File: config.mk
export PLATFORM = sky130hd
export DESIGN_NAME = traffic_countdown_bcd
export DESIGN_NICKNAME = d
export VERILOG_FILES = /design/src/rtl/traffic_countdown_bcd.sv
export SDC_FILE = /design/constraint.sdc
export NUM_CORES = 1
export LEC_CHECK = 0
export ABC_CLOCK_PERIOD_IN_PS = 3500
export BUFFER_PORTS_ARGS = -buffer_cell sky130_fd_sc_hd__clkbuf_2
export CAP_MARGIN = 15
export CORE_MARGIN = 2
export CORE_UTILIZATION = 37
export CTS_CLUSTER_SIZE = 25
export DETAILED_ROUTE_END_ITERATION = 6
export PLACE_DENSITY_LB_ADDON = 0.15
export SLEW_MARGIN = 20
export SYNTH_ARGS = -nofsm -noshare
export SYNTH_HDL_FRONTEND = slang
export SYNTH_SLANG_ARGS = --single-unit
export TNS_END_PERCENT = 50
File: constraint.sdc
create_clock -name clk -period 3.5 [get_ports clk]
set_input_delay 1.05 -clock clk [delete_from_list [all_inputs] [get_ports clk]]
set_output_delay 1.05 -clock clk [all_outputs]
set_load 0.02 [all_outputs]
File: src/rtl/traffic_countdown_bcd.sv
// Two-digit BCD countdown timer for one traffic-light phase.
// It loads a duration, steps down once per prescaled tick, and pulses done one cycle after reaching 00.
module traffic_countdown_bcd #(
  parameter int TICK_DIV = 50000000,
  parameter int PRESC_W  = 26
) (
  input  logic       clk,
  input  logic       rst,
  input  logic       load,
  input  logic [3:0] load_tens,
  input  logic [3:0] load_ones,
  input  logic       run,
  output logic [3:0] tens_bcd,
  output logic [3:0] ones_bcd,
  output logic       tick,
  output logic       busy,
  output logic       done
);

  typedef enum logic [1:0] {IDLE, COUNT, EXPIRE} state_t;

  state_t             state_q, state_d;
  logic [PRESC_W-1:0] presc_q, presc_d;
  logic [3:0]         tens_q, tens_d;
  logic [3:0]         ones_q, ones_d;
  logic               tick_q, tick_d;
  logic               busy_q, busy_d;
  logic               done_q, done_d;
  logic [3:0]         clamp_tens, clamp_ones;
  logic               step;

  always_comb begin
    clamp_tens = (load_tens > 4'd9) ? 4'd9 : load_tens;
    clamp_ones = (load_ones > 4'd9) ? 4'd9 : load_ones;
    step       = (state_q == COUNT) && run && (presc_q == PRESC_W'(TICK_DIV - 1));

    state_d = state_q;
    presc_d = presc_q;
    tens_d  = tens_q;
    ones_d  = ones_q;
    tick_d  = 1'b0;
    // busy and done trail the state by one cycle, so done lands the
    // cycle after the final tick and busy drops together with it.
    busy_d  = (state_q == COUNT);
    done_d  = (state_q == EXPIRE);

    if (load) begin
      tens_d  = clamp_tens;
      ones_d  = clamp_ones;
      presc_d = '0;
      state_d = (clamp_tens == 4'd0 && clamp_ones == 4'd0) ? EXPIRE : COUNT;
    end else begin
      case (state_q)
        IDLE: begin
          presc_d = '0;
        end
        COUNT: begin
          if (run) begin
            if (step) begin
              presc_d = '0;
              tick_d  = 1'b1;
              if (tens_q == 4'd0 && ones_q <= 4'd1) begin
                // Final step (01 -> 00); never wrap below zero.
                ones_d  = 4'd0;
                state_d = EXPIRE;
              end else if (ones_q != 4'd0) begin
                ones_d = ones_q - 4'd1;
              end else begin
                ones_d = 4'd9;
                tens_d = tens_q - 4'd1;
              end
            end else begin
              presc_d = presc_q + PRESC_W'(1);
            end
          end
        end
        EXPIRE: begin
          tens_d  = 4'd0;
          ones_d  = 4'd0;
          state_d = IDLE;
        end
        default: begin
          state_d = IDLE;
        end
      endcase
    end
  end

  always_ff @(posedge clk) begin
    if (rst) begin
      state_q <= IDLE;
      presc_q <= '0;
      tens_q  <= 4'd0;
      ones_q  <= 4'd0;
      tick_q  <= 1'b0;
      busy_q  <= 1'b0;
      done_q  <= 1'b0;
    end else begin
      state_q <= state_d;
      presc_q <= presc_d;
      tens_q  <= tens_d;
      ones_q  <= ones_d;
      tick_q  <= tick_d;
      busy_q  <= busy_d;
      done_q  <= done_d;
    end
  end

  assign tens_bcd = tens_q;
  assign ones_bcd = ones_q;
  assign tick     = tick_q;
  assign busy     = busy_q;
  assign done     = done_q;

endmodule

==> impl.org <==
** Worst setup path
- The worst setup path is of the in -> reg kind.
- Critical Path Sink Type :: flip-flop
- Data on the critical path is required at its endpoint by about 3.7 ns.
- Of all nets on the critical path, the largest fanout is 37.
- Crit path arrival time :: 2.68 ns
- Crit path launch type :: input pin

** Power
- VDD sags by at most 0.1677 mV.
- Design internal power :: 623.4 uW
- Areal power density over the cells :: 350.2 mW/mm^2
- Share of total power consumed by net switching :: 27.22%
- Sum of internal, switching and leakage power :: about 860 uW
- The analysis attributes to cell leakage a power of 0.8717 nW.
- The share of total power dissipated in combinational logic is 10.3%.
- In this run, the clock network consumes 35.8% of the power.
- Sequential fraction of design power :: ~54%
- Summed over all nets, the switching power comes to 233.1 uW.

** Clock network
- The H-tree was split into 2 levels.
- CTS root buf :: sky130_fd_sc_hd__clkbuf_8
- Clock latency reported for the late side of the worst-skew pair :: ~0.29 ns
- Buffers added to address setup during post-CTS repair amount to 0.
- The tree built by TritonCTS fans out to 39 sinks.
- The number of hold buffers added after CTS was 0.
- After clock tree synthesis, the clock-pin slew on the worst setup and hold paths is 0.08 ns.
- Once the clock tree was built, the resizer swapped 0 gates to a different size.
- Clock tree from TritonCTS :: built
- Maximum count of clock buffers along a single path :: 2
- Buffers inserted during clock tree synthesis total 5.

** Synth
- Synthesized instance count :: roughly 280
- Yosys instantiated no cell more often than sky130_fd_sc_hd__dfxtp_1.
- Library cell occupying the most area in the post-synthesis netlist :: sky130_fd_sc_hd__dfxtp_1
- Share of async-settable or async-resettable flops after synthesis :: 0%
- Total nets after synthesis :: 291
- Number of warnings printed during yosys synthesis :: 0
- By area the synthesized netlist is led by sky130_fd_sc_hd__dfxtp_1 (35%), sky130_fd_sc_hd__nand2_1 (4.8%), sky130_fd_sc_hd__a21oi_1 (4.5%).
- Synthesis instantiated 56 different standard cells from the library.
- Number of flops mapped to enable cells by yosys :: 0
- Fraction of synthesized cell area taken by the top area cell type :: between 30% and 40%
- Flip-flop cell with the highest count after synthesis :: sky130_fd_sc_hd__dfxtp_1
- After synthesis, the mean cell area works out to 7.954 sq um.
- Most common library cells after synthesis :: sky130_fd_sc_hd__dfxtp_1 (39), sky130_fd_sc_hd__nand2_1 (28), sky130_fd_sc_hd__nor2_1 (25)
- Share of the yosys chip area belonging to registers :: 35.43%
- Number of storage elements in the synthesis netlist :: 39
- The mapped netlist covers 0.002203 sq mm.

** Drt
- Number of vias per cell :: 5.584
- Total iterations of the first detailed-routing run :: 4
- Sum of routed wire length over all layers :: 5294 um
- For this block, the initial DRC count from the detailed router was 133.
- Final antenna-violating net count :: 0
- After detailed routing, the number of remaining DRC violations is 0.
- Wire length per cell after detailed routing :: 14.19 um
- Total number of vias :: 2083

** Global route
- After global routing the overflow that remains totals 0.
- First-pass GRT wire length :: 8928 um
- Via count of the first global-routing pass :: 1836
- The initial antenna violation count came to 0.
- Global routing used 17.24% of the available tracks.
- Entering global routing, the biggest net connects 38 pins.

** Placement
- Counting tap cells, the placed design contains a total of 365 instances.
- # port buffers :: 22
- Final weighted congestion in routability-driven placement :: 0.8337
- Detailed placement finished with a half-perimeter wire length of 3790 um.

** Floorplanning
- Area enclosed by the die boundary :: 0.006589 sq mm
- Row count :: 28
- Die Span Y :: between 80 and 90 um
- 23 I/O pins were placed.
- Core region area :: 0.005851 sq mm
- Measured along the x axis, the die boundary spans 81.17 um.
- Starting Density :: between 30% and 40%

** STA
- Slew Viols, Final :: 0
- Setup repair after global routing missed its margin :: no
- Final setup skew :: between 0.008 and 0.009 ns
- The final-report hold violation count came to 0.
- Setup violations remaining at the end of the flow were counted as 0.
- Fraction of the cycle the final worst path needs :: 69.98%
- After routing, the total negative slack on setup checks comes to 0 ns.
- Slew of the pin with the lowest slew margin :: 0.7744 ns
- The clock period could shrink to 2.449 ns.
- Max Freq :: 0.4083 GHz
- Headroom to the max-slew limit came out at 48.27%.

** Flow run
- Max-cap violations in this run came to 0.

** Cells and area
- Ratio of cells with drive above 1 in the final layout :: 13.76%
- Non-filler cells in the finished layout :: 373
- Area growth from synthesis to final layout :: 11.02%
- Number of diodes :: 0
- After the last flow step, the layout net total stands at 311.
- End-of-flow core utilization :: 41.81%

** Hold path
- The min-delay analysis places its worst path in the category reg -> reg.

** Outcome
- Result of the run :: finished clean
[routing by layer]
metal / share of wire (%) / GRT usage (%) / vias up
met5: 0 / 0 / -
li1: - / - / 1077
met3: 2.8 / 3.556 / 7
met1: 50 / 24.10 / 968
met4: 1.2 / 5.085 / 0
met2: 46 / 26.69 / 31
[registers in the layout, summed over array words and instances (netlist names)]
name      cells
done          1
tick          1
tens_bcd      4
presc_q      26
ones_bcd      4
state_q       2
busy          1
[worst paths after layout]
check                      startpoint                        to  slack (ns)  cells after the start
max                              load  presc_q[21]$_SDFFE_PP0P_        1.05                      6
min          presc_q[25]$_SDFFE_PP0P_  presc_q[25]$_SDFFE_PP0P_        0.48                      1
max reg2reg   presc_q[0]$_SDFFE_PP0P_  presc_q[14]$_SDFFE_PP0P_        1.11                      6
min reg2reg  presc_q[25]$_SDFFE_PP0P_  presc_q[25]$_SDFFE_PP0P_        0.48                      1
[worst max-delay path, cell delays in order]
cell and delay [ns]:
sky130_fd_sc_hd__clkbuf_2 0.20, sky130_fd_sc_hd__or2_1 0.38, sky130_fd_sc_hd__a211oi_4 0.23, sky130_fd_sc_hd__buf_4 0.35
sky130_fd_sc_hd__or3b_1 0.38, sky130_fd_sc_hd__nand3_1 0.08
[kinds of logic after synthesis]
kind of cell | synth area share, %
adders and majority gates | 1.136
xor gates and xnor gates | 1.988
muxes | 1.420
DFF | 35.43
buffers and inverters | 4.656
and+or+nand+nor | 33.45
AOI/OAI and AO/OA | 21.92
[placed cells by master, fill, tap and decap left out, types with 10 or more instances in the layout]
cell	n
sky130_fd_sc_hd__nand2_1	28
sky130_fd_sc_hd__a21oi_1	20
sky130_fd_sc_hd__a31oi_1	16
sky130_fd_sc_hd__clkbuf_2	22
sky130_fd_sc_hd__dfxtp_1	39
sky130_fd_sc_hd__nor2_1	25
sky130_fd_sc_hd__nand3_1	16
sky130_fd_sc_hd__inv_1	10
sky130_fd_sc_hd__o21ai_0	11
[power groups by stage]
stage	clock (mW)	sequential (mW)	combinational [mW]
after floorplan	0	0.475	0.0562
after global placement	0	0.472	0.0892
after detailed placement	0	0.471	0.0885
after CTS	0.320	0.461	0.0891
after global routing	0.341	0.463	0.100
final	0.307	0.461	0.0885
[area by class of cell]
cell class	instances	area (sq um)
inverter	10	37.54
tap	75	93.84
sequential	39	780.7
fill	570	3405
clock inverter	3	20.02
timing repair buffer	24	125.1
clock buffer	5	68.82
multi-input combinational	217	1320
[per-stage QoR]
stage | worst slack, ns | hold WS, ns | area, sq um
after floorplan | 1.220 | 0.4307 | 2203
after global placement | 0.7934 | 0.4571 | 2357
after detailed placement | 0.7632 | 0.4588 | 2357
after CTS | 1.071 | 0.4751 | 2446
after global routing | 0.9036 | 0.5085 | 2446
final | 1.051 | 0.4758 | 2446
(Power assumes the default switching activity.)
